<file path="config.mk">
export PLATFORM = sky130hd
export DESIGN_NAME = ps2_keycode_decoder
export DESIGN_NICKNAME = d
export VERILOG_FILES = /design/src/rtl/ps2_kbd_pkg.sv /design/src/rtl/ps2_rx.sv /design/src/rtl/ps2_keycode_decoder.sv
export SDC_FILE = /design/constraint.sdc
export NUM_CORES = 1
export LEC_CHECK = 0
export ABC_AREA = 0
export ABC_CLOCK_PERIOD_IN_PS = 3700
export CELL_PAD_IN_SITES_DETAIL_PLACEMENT = 1
export CELL_PAD_IN_SITES_GLOBAL_PLACEMENT = 1
export CORE_MARGIN = 10
export CORE_UTILIZATION = 48
export CTS_BUF_LIST = sky130_fd_sc_hd__clkbuf_2
export DETAILED_ROUTE_END_ITERATION = 6
export GPL_ROUTABILITY_DRIVEN = 1
export PLACE_DENSITY_LB_ADDON = 0.1
export SLEW_MARGIN = 20
export SYNTH_ARGS = -nofsm -noshare
export SYNTH_HDL_FRONTEND = slang
export SYNTH_SLANG_ARGS = --single-unit
</file>
<file path="constraint.sdc">
create_clock -name Clk -period 3.7 [get_ports Clk]
set_input_delay 0.74 -clock Clk [delete_from_list [all_inputs] [get_ports Clk]]
set_output_delay 0.74 -clock Clk [all_outputs]
set_load 0.1 [all_outputs]
</file>
<file path="src/rtl/ps2_kbd_pkg.sv">
// Shared types and constants for the PS/2 keyboard front end: decoder state,
// set-2 prefix codes, HID keycodes and the scancode -> HID lookup.
package ps2_kbd_pkg;

  typedef enum logic [1:0] {
    DEC_BASE,
    DEC_EXT,
    DEC_BRK,
    DEC_EXT_BRK
  } dec_state_e;

  localparam logic [7:0] SC_E0 = 8'hE0;
  localparam logic [7:0] SC_F0 = 8'hF0;

  localparam logic [7:0] HID_A     = 8'h04;
  localparam logic [7:0] HID_D     = 8'h07;
  localparam logic [7:0] HID_S     = 8'h16;
  localparam logic [7:0] HID_W     = 8'h1A;
  localparam logic [7:0] HID_SPACE = 8'h2C;
  localparam logic [7:0] HID_RIGHT = 8'h4F;
  localparam logic [7:0] HID_LEFT  = 8'h50;
  localparam logic [7:0] HID_DOWN  = 8'h51;
  localparam logic [7:0] HID_UP    = 8'h52;

  typedef struct packed {
    logic       hit;
    logic [7:0] hid;
  } kc_lookup_t;

  function automatic kc_lookup_t kc_lookup(input logic ext, input logic [7:0] sc);
    kc_lookup_t r;
    r.hit = 1'b1;
    r.hid = 8'h00;
    if (ext) begin
      unique case (sc)
        8'h6B:   r.hid = HID_LEFT;
        8'h74:   r.hid = HID_RIGHT;
        8'h75:   r.hid = HID_UP;
        8'h72:   r.hid = HID_DOWN;
        default: r.hit = 1'b0;
      endcase
    end else begin
      unique case (sc)
        8'h1C:   r.hid = HID_A;
        8'h23:   r.hid = HID_D;
        8'h1B:   r.hid = HID_S;
        8'h1D:   r.hid = HID_W;
        8'h29:   r.hid = HID_SPACE;
        default: r.hit = 1'b0;
      endcase
    end
    return r;
  endfunction

endpackage

</file>
<file path="src/rtl/ps2_rx.sv">
// PS/2 frame receiver: pin synchronizers, falling-edge detect, 11-bit frame
// FSM with odd-parity/stop checking and a mid-frame inactivity timeout.
module ps2_rx #(
  parameter int unsigned TIMEOUT_CYCLES = 5000
) (
  input  logic       Clk,
  input  logic       Reset,
  input  logic       ps2_clk,
  input  logic       ps2_data,
  output logic [7:0] rx_byte,
  output logic       rx_valid,
  output logic       frame_err
);

  localparam int unsigned TW = $clog2(TIMEOUT_CYCLES + 1);

  typedef enum logic [1:0] {RX_IDLE, RX_DATA, RX_PARITY, RX_STOP} rx_state_e;

  rx_state_e      state_q, state_d;
  logic [1:0]     clk_sync_q, dat_sync_q;
  logic           clk_prev_q;
  logic [2:0]     cnt_q, cnt_d;
  logic [7:0]     shift_q, shift_d;
  logic           par_q, par_d;
  logic [TW-1:0]  tmo_q, tmo_d;
  logic [7:0]     rx_byte_q, rx_byte_d;
  logic           rx_valid_q, rx_valid_d;
  logic           frame_err_q, frame_err_d;

  logic fall, bit_in;
  assign fall   = clk_prev_q & ~clk_sync_q[1];
  assign bit_in = dat_sync_q[1];

  always_ff @(posedge Clk or posedge Reset) begin
    if (Reset) begin
      clk_sync_q  <= '0;
      dat_sync_q  <= '0;
      clk_prev_q  <= 1'b0;
      state_q     <= RX_IDLE;
      cnt_q       <= '0;
      shift_q     <= '0;
      par_q       <= 1'b0;
      tmo_q       <= '0;
      rx_byte_q   <= '0;
      rx_valid_q  <= 1'b0;
      frame_err_q <= 1'b0;
    end else begin
      clk_sync_q  <= {clk_sync_q[0], ps2_clk};
      dat_sync_q  <= {dat_sync_q[0], ps2_data};
      clk_prev_q  <= clk_sync_q[1];
      state_q     <= state_d;
      cnt_q       <= cnt_d;
      shift_q     <= shift_d;
      par_q       <= par_d;
      tmo_q       <= tmo_d;
      rx_byte_q   <= rx_byte_d;
      rx_valid_q  <= rx_valid_d;
      frame_err_q <= frame_err_d;
    end
  end

  always_comb begin
    state_d     = state_q;
    cnt_d       = cnt_q;
    shift_d     = shift_q;
    par_d       = par_q;
    rx_byte_d   = rx_byte_q;
    rx_valid_d  = 1'b0;
    frame_err_d = 1'b0;
    tmo_d       = (fall || state_q == RX_IDLE) ? '0 : tmo_q + TW'(1);
    if (fall) begin
      unique case (state_q)
        RX_IDLE: if (!bit_in) begin
          state_d = RX_DATA;
          cnt_d   = '0;
        end
        RX_DATA: begin
          shift_d = {bit_in, shift_q[7:1]};  // LSB arrives first
          cnt_d   = cnt_q + 3'd1;
          if (cnt_q == 3'd7) state_d = RX_PARITY;
        end
        RX_PARITY: begin
          par_d   = bit_in;
          state_d = RX_STOP;
        end
        RX_STOP: begin
          if (bit_in && (^{shift_q, par_q})) begin
            rx_byte_d  = shift_q;
            rx_valid_d = 1'b1;
          end else begin
            frame_err_d = 1'b1;
          end
          state_d = RX_IDLE;
        end
        default: state_d = RX_IDLE;
      endcase
    end else if (state_q != RX_IDLE && tmo_q == TW'(TIMEOUT_CYCLES)) begin
      state_d     = RX_IDLE;
      frame_err_d = 1'b1;
    end
  end

  assign rx_byte   = rx_byte_q;
  assign rx_valid  = rx_valid_q;
  assign frame_err = frame_err_q;

endmodule

</file>
<file path="src/rtl/ps2_keycode_decoder.sv">
// PS/2 set-2 make/break decoder producing a level-held HID keycode
// (latest mapped press wins; a break clears only the key currently held).
module ps2_keycode_decoder
  import ps2_kbd_pkg::*;
#(
  parameter int unsigned TIMEOUT_CYCLES = 5000
) (
  input  logic       Clk,
  input  logic       Reset,
  input  logic       ps2_clk,
  input  logic       ps2_data,
  output logic [7:0] keycode,
  output logic       key_event,
  output logic [7:0] rx_byte,
  output logic       rx_valid,
  output logic       frame_err
);

  logic [7:0] rx_byte_w;
  logic       rx_valid_w;

  ps2_rx #(.TIMEOUT_CYCLES(TIMEOUT_CYCLES)) u_rx (
    .Clk       (Clk),
    .Reset     (Reset),
    .ps2_clk   (ps2_clk),
    .ps2_data  (ps2_data),
    .rx_byte   (rx_byte_w),
    .rx_valid  (rx_valid_w),
    .frame_err (frame_err)
  );

  dec_state_e dstate_q, dstate_d;
  logic [7:0] kc_q, kc_d;
  logic       kev_q, kev_d;
  logic       do_lookup, is_ext, is_break;
  kc_lookup_t lk;

  always_ff @(posedge Clk or posedge Reset) begin
    if (Reset) begin
      dstate_q <= DEC_BASE;
      kc_q     <= '0;
      kev_q    <= 1'b0;
    end else begin
      dstate_q <= dstate_d;
      kc_q     <= kc_d;
      kev_q    <= kev_d;
    end
  end

  always_comb begin
    dstate_d  = dstate_q;
    kc_d      = kc_q;
    do_lookup = 1'b0;
    is_ext    = 1'b0;
    is_break  = 1'b0;
    if (rx_valid_w) begin
      unique case (dstate_q)
        DEC_BASE:
          if (rx_byte_w == SC_E0)      dstate_d = DEC_EXT;
          else if (rx_byte_w == SC_F0) dstate_d = DEC_BRK;
          else                         do_lookup = 1'b1;
        DEC_EXT:
          if (rx_byte_w == SC_F0)      dstate_d = DEC_EXT_BRK;
          else if (rx_byte_w != SC_E0) begin
            do_lookup = 1'b1;
            is_ext    = 1'b1;
          end
        DEC_BRK:
          if (rx_byte_w != SC_F0) begin
            do_lookup = 1'b1;
            is_break  = 1'b1;
          end
        DEC_EXT_BRK: begin
          do_lookup = 1'b1;
          is_ext    = 1'b1;
          is_break  = 1'b1;
        end
        default: dstate_d = DEC_BASE;
      endcase
    end
    lk = kc_lookup(is_ext, rx_byte_w);
    if (do_lookup) begin
      dstate_d = DEC_BASE;
      // A break of a key other than the held one is stale and ignored
      if (lk.hit) begin
        if (!is_break)           kc_d = lk.hid;
        else if (lk.hid == kc_q) kc_d = '0;
      end
    end
    kev_d = (kc_d != kc_q);
  end

  assign keycode   = kc_q;
  assign key_event = kev_q;
  assign rx_byte   = rx_byte_w;
  assign rx_valid  = rx_valid_w;

endmodule

</file>
=== After elaboration in Yosys (flattened, before gate mapping) ===
Index checks and enable logic that the tools add are counted.

* Bits of input ports: 4
* Bits in read-only memories: 0
* Bits in registers: 53
* Bits in latches: 0
* Word-level logic and storage cells: 106
* Bits in writable memories: 0
* Memories kept: 0

* $lt $le $gt $ge: 0
* Div/mod/pow operators: 0
* Shift operators: 0
* Multipliers: 0
* Equality and inequality tests: 28
* Muxes and demuxes: 41
* Reductions and logical operators: 19
* Add/sub/neg operators: 2
* Bitwise operators: 2

{| class="wikitable"
|+ Operators by type and width
! operator !! number
|-
| $eq 8x7->1 const B || 4
|-
| $mux 8 || 4
|-
| $pmux 6 s5 || 1
|-
| $pmux 7 s4 || 1
|-
| $eq 8x5->1 const B || 3
|-
| $mux 2 || 9
|-
| $mux 1 || 17
|-
| $eq 8x6->1 const B || 2
|-
| $eq 8x8->1 const B || 2
|-
| $ne 8x8->1 const B || 2
|-
| $add 13x1->13 const B || 1
|-
| $eq 13x13->1 const B || 1
|-
| $mux 13 || 1
|-
| $mux 9 || 1
|-
| $ne 3x3->1 const B || 3
|-
| $reduce_and 3->1 || 3
|-
| $reduce_xor 9->1 || 1
|-
| $eq 2x2->1 const B || 4
|-
| $eq 8x8->1 || 1
|-
| $ne 8x8->1 || 1
|-
| $pmux 2 s4 || 1
|-
| $reduce_bool 2->1 || 4
|-
| $pmux 3 s2 || 1
|-
| $reduce_or 5->1 || 1
|-
| other kinds (18) || 23
|}

=== Logic depth before layout (Yosys ltp) ===
Gate-level depths: netlist (run 1).

* Depth after elaboration: 12
* Gate-level depth with buffers: 10
* Depth with buffers taken out: 8

=== Hierarchy ===
A second synthesis (run 1) with hierarchy kept.

* Cell total of the unflattened synthesis: 301
* Area total of the unflattened synthesis: 3081.7 um^2

{| class="wikitable"
|+ By module, submodules not included
! module !! instances !! cells an instance !! area each (um^2)
|-
| ps2_rx || 1 || 161 || 1950.6
|-
| ps2_keycode_decoder || 1 || 140 || 1131.1
|}

=== Worst setup path after synthesis (run 1) ===
Ideal clock, no wire load.

* Kind: register -> register
* Start point: register u_rx.rx_byte_q[7] (netlist: u_rx.rx_byte[7])
* End point: register kc_q[6] (netlist: keycode[6])
* Data arrival time: 3.378 ns
* Setup time: 0.123 ns
* Path buffers: 0
* Path slack: 0.199 ns
* Period minus slack after synthesis: 3.501 ns
* Cell stages (with the launch flop): 9
* Cells stage by stage: dfrtp_1 > or4b_4 > o311a_4 > or4_1 > o31a_1 > a211oi_2 > nand4_1 > a21o_1 > a32o_1

* Word-level cells in the longest chain between the ends: 11

{| class="wikitable"
|+ RTL lines
! item !! RTL line !! text
|-
| start: declaration || ps2_rx.sv:26 || <nowiki>logic [7:0] rx_byte_q, rx_byte_d;</nowiki>
|-
| start signal: assignment || ps2_rx.sv:56 || <nowiki>rx_byte_q <= rx_byte_d;</nowiki>
|-
| $ne 8x8->1 || ps2_keycode_decoder.sv:64 || <nowiki>else if (rx_byte_w != SC_E0) begin</nowiki>
|-
| $mux 1 || ps2_keycode_decoder.sv:64 ||
|-
| $mux 1 || ps2_keycode_decoder.sv:63 || <nowiki>if (rx_byte_w == SC_F0) dstate_d = DEC_EXT_BRK;</nowiki>
|-
| $pmux 1 s2 || ps2_keycode_decoder.sv:57 || <nowiki>unique case (dstate_q)</nowiki>
|-
| $mux 1 || ps2_keycode_decoder.sv:56 || <nowiki>if (rx_valid_w) begin</nowiki>
|-
| $mux 9 || ps2_kbd_pkg.sv:34 || <nowiki>if (ext) begin</nowiki>
|-
| $eq 8x8->1 || ps2_keycode_decoder.sv:87 || <nowiki>else if (lk.hid == kc_q) kc_d = '0;</nowiki>
|-
| $mux 8 || ps2_keycode_decoder.sv:87 ||
|-
| $mux 8 || ps2_keycode_decoder.sv:86 || <nowiki>if (!is_break) kc_d = lk.hid;</nowiki>
|-
| $mux 8 || ps2_keycode_decoder.sv:85 || <nowiki>if (lk.hit) begin</nowiki>
|-
| $mux 8 * || ps2_keycode_decoder.sv:82 || <nowiki>if (do_lookup) begin</nowiki>
|-
| via kc_d[6] || ps2_keycode_decoder.sv:33 || <nowiki>logic [7:0] kc_q, kc_d;</nowiki>
|-
| end signal: assignment || ps2_keycode_decoder.sv:45 || <nowiki>kc_q <= kc_d;</nowiki>
|-
| end: declaration || ps2_keycode_decoder.sv:33 ||
|}

Mark *: on every way through the listed nets, which the timed path passes. The rest lies on a longest branch.
A chain may end at the register's enable or synchronous reset.

=== Worst setup path in the final report (run 1) ===
* Start point: register u_rx.rx_byte_q[1] (netlist: u_rx.rx_byte[1])
* End point: register kc_q[6] (netlist: keycode[6])

The elaborated chain is that of the path after synthesis.

==> results.sh, run 1 <==
export IMPL_required_ns=4.09
export IMPL_relSlewSlack=0.310
export IMPL_postCtsHoldBufs=0
export IMPL_reg2reg_slack_ns=0.47
export IMPL_grt_ovfl_total=0
export IMPL_drt_vias_per_instance=5.97
export IMPL_min_path_cells=0
export IMPL_final_util=0.551
export IMPL_syn_num_nets=328
export IMPL_cts_resized=0
export IMPL_period_share=0.874
export IMPL_coreArea_sq_um=6310
export IMPL_hold_slack_ns=0.388
export IMPL_drt_initial_drc_count=146
export IMPL_status="completed"
export IMPL_initial_core_util=0.493
export IMPL_hp_class="register to register"
export IMPL_cts_sinks=53
export IMPL_port_buffers=22
export IMPL_ir_worst_vdd_uv=295
export IMPL_rsz0062_at_grt="no"
export IMPL_ys_types=61
export IMPL_path_clk_slew_ns=0.28
export IMPL_startpoint="u_rx.rx_byte[1]"
export IMPL_cp_arrival_ns=3.62
export IMPL_drv_slew=0
export IMPL_synth_edf_count=0
export IMPL_p_leak_nw=1.44
export IMPL_cts_setup_buffers=0
export IMPL_grt_antenna_before_repair=0
export IMPL_fmax_mhz=309
export IMPL_yosysTopAreaCellShare=0.426
export IMPL_nets=346
export IMPL_grt_pass1_vias=2498
export IMPL_synth_top_family_by_area="simple AND/OR/NAND/NOR gates"
export IMPL_path_class="register to register"
export IMPL_worstMarginPinSlew_ns=1.02
export IMPL_vias=2461
export IMPL_synth_mux_area_frac=0.0816
export IMPL_first_pass_iters=4
export IMPL_final_antenna_net_count=0
export IMPL_grt_max_degree=54
export IMPL_synthSimpleGateAreaFrac=0.215
export IMPL_htreeDepth=2
export IMPL_synthArstFlopShare=1.00
export IMPL_dieArea_sq_um=10100
export IMPL_hold_viol=0
export IMPL_drt_total_wl_um=7480
export IMPL_n_antenna_cell=0
export IMPL_dp_hpwl_um=5590
export IMPL_worst_setup_path_end_kind="register"
export IMPL_final_common_cell="dfrtp_1"
export IMPL_finalSetupViolCount=0
export IMPL_ys_ff_latch=53
export IMPL_synth_largest_area_cell="dfrtp_1"
export IMPL_yosysWarnings=0
export IMPL_synthCells=316
export IMPL_min_to="u_rx.clk_sync_q[1]"
export IMPL_finClkSkew_ns=0.0270
export IMPL_r2r_end="keycode[6]"
export IMPL_synth_flop_cell="dfrtp_1"
export IMPL_drc=0
export IMPL_clk_path_buf_depth=2
export IMPL_crit_fanout=12
export IMPL_area_delta_synth_final_pct=11.7
export IMPL_min_period_ns=3.23
export IMPL_place_congestion=0.878
export IMPL_drive_above_1_share=0.146
export IMPL_setup_tns_final_ns=0
export IMPL_track_usage=0.157
export IMPL_rows=29
export IMPL_cts_root_buf="clkbuf_2"
export IMPL_die_w_um=101
export IMPL_synth_compound_area_frac=0.159
export IMPL_drv_cap=0
export IMPL_crit_path_start_kind="register"
export IMPL_grt_pass1_wl_um=13100
export IMPL_synth_adder_area_share=0.0322
export IMPL_yosys_area_share_xor_xnor=0.0506
export IMPL_clkLatencyLatePin_ns=0.44
export IMPL_die_h_um=101
export IMPL_tritoncts="yes"
export IMPL_yosysSeqAreaShare=0.426
export IMPL_postSynthAreaPerCell_sq_um=9.85
export IMPL_min_from="u_rx.clk_sync_q[0]"
export IMPL_fill_cells=710
export IMPL_rr_startpoint="u_rx.rx_byte[1]"
export IMPL_ff2ff_path_depth=8
export IMPL_wl_per_cell_um=18.2
export IMPL_synth_area_top_cells="dfrtp_1 43%, mux2_2 6.9%, ha_1 3.2%, nand2_1 3.1%, xnor2_1 3.1%"
export IMPL_numCtsBuffers=5
export IMPL_ios=23
export IMPL_final_cell_mix="53 x dfrtp_1, 26 x nand2_1, 20 x nor2_1, 19 x mux2_2, 18 x clkdlybuf4s50_1"
export IMPL_cellPowerDensity_nw_per_um2=363
export IMPL_syn_area_sq_um=3110
[flip-flops by register name, summed over array words and instances, names as in the netlist]
signal / cells
dstate_q: 2
key_event: 1
keycode: 8
u_rx.clk_prev_q: 1
u_rx.clk_sync_q: 2
u_rx.cnt_q: 3
u_rx.dat_sync_q: 2
u_rx.frame_err: 1
u_rx.par_q: 1
u_rx.rx_byte: 8
u_rx.rx_valid: 1
u_rx.shift_q: 8
u_rx.state_q: 2
u_rx.tmo_q: 13
[layout make-up]
type / count / area [sq um] / share of cell area
Tap cell: 77 / 96.3 / 0.0277
Sequential cell: 53 / 1330 / 0.381
Timing Repair Buffer: 25 / 233 / 0.0669
Clock inverter: 3 / 65.1 / 0.0187
Clock buffer: 5 / 25.0 / 0.00719
Multi-Input combinational cell: 234 / 1680 / 0.482
Inverter: 15 / 57.6 / 0.0165
[cell families (layout without fill, tap and decap cells)]
logic type,count (synthesis),in the layout
simple gates,117,117
mux,23,23
xor+xnor,18,18
flops,53,53
compound gates,68,68
buf+inv,29,48
fa+ha+maj,8,8
[synth_stat cells, types with 3 or more instances]
master / instances
nand3_1: 8
a21oi_1: 16
nor3_1: 6
nand2b_1: 6
or3b_2: 5
nor2_1: 20
nor3b_1: 3
nand3b_1: 6
o2bb2ai_1: 3
a211oi_1: 3
or3_1: 6
dfrtp_1: 53
xnor2_1: 11
ha_1: 8
inv_1: 15
clkbuf_1: 11
mux2i_1: 4
and3_1: 3
o21ai_0: 17
nor4_1: 5
xor2_1: 7
nand4_1: 5
a21o_1: 4
nand2_1: 26
mux2_2: 19
[layer usage]
metal  global-route usage  share of wire  vias up  wire length, um
met3               0.0329          0.032        7              240
met5                    0              0        -                0
met2                0.259           0.49       25             3650
met4               0.0370          0.012        0               87
li1                     -              -     1189                -
met1                0.205           0.47     1240             3500
[per-stage QoR]
step                total power (W)  worst slack [ns]  area [sq um]  instances
global placement           0.000896             0.554          3390        404
global route                0.00134             0.233          3480        412
detailed placement         0.000909             0.496          3390        404
floorplan                  0.000847             0.199          3110        316
CTS                         0.00128             0.465          3480        412
finish                      0.00126             0.468          3480        412
[worst max path at each step]
stage	end	slack, ns
after global routing	key_event	0.23
after floorplan	keycode[6]	0.20
final	keycode[6]	0.47
after global placement	keycode[6]	0.55
after detailed placement	keycode[6]	0.50
after CTS	keycode[6]	0.46
[worst max-delay path, stage by stage, from the launching register on]
cell and delay, ns:
dfrtp_1 0.58, or4b_4 0.63, o311a_4 0.42, or4_1 0.48, o31a_1 0.15, a211oi_2 0.30, nand4_1 0.13, a21o_1 0.27
a32o_1 0.22
[power by group]
part | switching (W) | internal, W | leakage (nW)
combinational | 0.000123 | 0.000105 | 0.669
sequential | 0.0000450 | 0.000621 | 0.723
clock | 0.000187 | 0.000180 | 0.0529
(Power assumes the default switching activity.)
==> inputs of run 2 (changes only) <==
- SETUP_SLACK_MARGIN: default -> 0.5
==> results.sh, run 2 (same netlist as run 1, synthesis figures left out) <==
export IMPL_status="completed"
export IMPL_startpoint="u_rx.rx_byte[1]"
export IMPL_cts_root_buf="clkbuf_2"
export IMPL_grt_pass1_wl_um=13200
export IMPL_intPower_w=0.000779
export IMPL_tritoncts="yes"
export IMPL_path_clk_slew_ns=0.27
export IMPL_crit_path_start_kind="register"
export IMPL_final_antenna_net_count=0
export IMPL_drt_total_wl_um=7720
export IMPL_hold_viol=0
export IMPL_worstMarginPinSlew_ns=0.990
export IMPL_track_usage=0.157
export IMPL_die_w_um=101
export IMPL_clkLatencyLatePin_ns=0.44
export IMPL_drc=0
export IMPL_first_pass_iters=4
export IMPL_grt_antenna_before_repair=0
export IMPL_fill_cells=725
export IMPL_cp_arrival_ns=3.49
export IMPL_critical_path_slowest_cell="or4b_4"
export IMPL_finalSetupViolCount=0
export IMPL_postCtsHoldBufs=0
export IMPL_numCtsBuffers=5
export IMPL_nets=354
export IMPL_initial_core_util=0.493
export IMPL_critical_path_max_stage_delay_ns=0.59
export IMPL_reg2reg_slack_ns=0.58
export IMPL_dieArea_sq_um=10100
export IMPL_grt_ovfl_total=0
export IMPL_p_leak_nw=1.45
export IMPL_instances_no_fill=420
export IMPL_seqPwrFrac=0.590
export IMPL_cellPowerDensity_nw_per_um2=323
export IMPL_dp_hpwl_um=5810
export IMPL_drt_initial_drc_count=82
export IMPL_p_clk_frac=0.211
export IMPL_largest_register_ff_count=13
export IMPL_cp_endpoint="keycode[6]"
export IMPL_ir_worst_vdd_uv=263
export IMPL_die_h_um=101
export IMPL_min_period_ns=3.12
export IMPL_place_congestion=0.855
export IMPL_grt_pass1_vias=2671
export IMPL_wl_per_cell_um=18.4
export IMPL_final_common_cell="dfrtp_1"
export IMPL_rows=29
export IMPL_finalPower_w=0.00113
export IMPL_setup_tns_final_ns=0
export IMPL_worst_setup_path_end_kind="register"
export IMPL_grt_max_degree=21
export IMPL_drt_vias_per_instance=6.02
export IMPL_setup_ws_ns=0.579
export IMPL_required_ns=4.07
export IMPL_clk_path_buf_depth=2
export IMPL_rr_startpoint="u_rx.rx_byte[1]"
export IMPL_dp_cells=407
export IMPL_place_ws_ns=0.588
export IMPL_drv_slew=0
export IMPL_pwr_share_comb=0.198
export IMPL_r2r_end="keycode[6]"
export IMPL_coreArea_sq_um=6310
export IMPL_final_cell_mix="45 x dfrtp_1, 26 x nand2_1, 20 x nor2_1, 20 x clkdlybuf4s50_1, 19 x mux2_2"
export IMPL_drive_above_1_share=0.184
export IMPL_hp_class="register to register"
export IMPL_rsz0062_at_grt="yes"
export IMPL_swShare=0.312
export IMPL_n_antenna_cell=0
export IMPL_p_sw_w=0.000353
export IMPL_ios=23
export IMPL_cp_cell_sequence="or4b_4 -> o311a_4 -> or4_1 -> o31a_1 -> a211oi_2 -> nand4_1 -> a21o_1 -> a32o_1"
export IMPL_fmax_mhz=320
export IMPL_regMostFlops="u_rx.tmo_q"
export IMPL_finClkSkew_ns=0.00812
export IMPL_cts_sinks=53
export IMPL_final_area_sq_um=3510
export IMPL_relSlewSlack=0.338
export IMPL_ff2ff_path_depth=8
export IMPL_placed_area_sq_um=3420
export IMPL_drv_cap=0
export IMPL_port_buffers=22
export IMPL_period_share=0.843
export IMPL_htreeDepth=2
export IMPL_path_class="register to register"
export IMPL_vias=2528
export IMPL_area_delta_synth_final_pct=12.6
export IMPL_crit_fanout=8
## run 2: cell types whose count changed in the layout (fill, tap and decap cells not counted), sizes merged
cell           before  now
buf                 7   13
bufinv              2    0
clkbuf              5    6
clkdlybuf4s50      18   20
clkinv              2    1
inv                14   16
## run 2: cell type report
type / count / area [sq um] / share of cell area
multi-input cells: 234 / 1680 / 0.478
flip-flops and latches: 53 / 1340 / 0.381
inverters: 15 / 56.3 / 0.0161
clock buffers: 6 / 30.0 / 0.00857
repair buffers: 33 / 298 / 0.0849
clock inverters: 2 / 13.8 / 0.00393
well taps: 77 / 96.3 / 0.0275
## run 2: stage by stage
| stage | hold WS [ns] | util |
|---|---|---|
| 2_1_floorplan | 0.331 | - |
| 3_3_place_gp | 0.343 | 0.542 |
| 3_5_place_dp | 0.337 | 0.542 |
| 5_1_grt | 0.401 | 0.555 |
| 6_report | 0.394 | 0.555 |
| 4_1_cts | 0.400 | 0.549 |
## run 2: repair_timing
| action | CTS | global route |
|---|---|---|
| resized for setup | 0 | 1 |
| endpoints found under the hold margin | 0 | 0 |
| buffers inserted | 0 | 5 |
| endpoints found under the setup margin | 0 | 4 |
## run 2: worst max-delay path, delay by kind of cell, from the launching register on
family / cells / cell delay (ns)
DFF: 1 / 0.52
AOI/OAI and AO/OA: 5 / 1.34
and+or+nand+nor: 3 / 1.20
## run 2: power groups by stage
stage / registers, W / logic [W] / clock network (W)
floorplan: 0.000668 / 0.000179 / 0
global placement: 0.000676 / 0.000219 / 0
detailed placement: 0.000679 / 0.000229 / 0
CTS: 0.000669 / 0.000230 / 0.000250
global route: 0.000676 / 0.000252 / 0.000275
finish: 0.000668 / 0.000225 / 0.000239
## run 2: layer usage
layer  share of wire  global-route usage  vias up
li1                -                   -     1201
met1            0.45               0.194     1281
met2            0.50               0.266       31
met3           0.025              0.0281       15
met4           0.026              0.0587        0
met5               0                   0        -
## run 2: how the worst min path moves through the flow
| stage | startpoint | endpoint | cells past startpoint |
|---|---|---|---|
| finish | u_rx.dat_sync_q[0] | u_rx.dat_sync_q[1] | 0 |
| global route | u_rx.clk_sync_q[0] | u_rx.clk_sync_q[1] | 0 |
| CTS | u_rx.clk_sync_q[0] | u_rx.clk_sync_q[1] | 0 |
| detailed placement | u_rx.clk_sync_q[0] | u_rx.clk_sync_q[1] | 0 |
| global placement | u_rx.clk_sync_q[0] | u_rx.clk_sync_q[1] | 0 |
| floorplan | u_rx.clk_sync_q[0] | u_rx.clk_sync_q[1] | 0 |
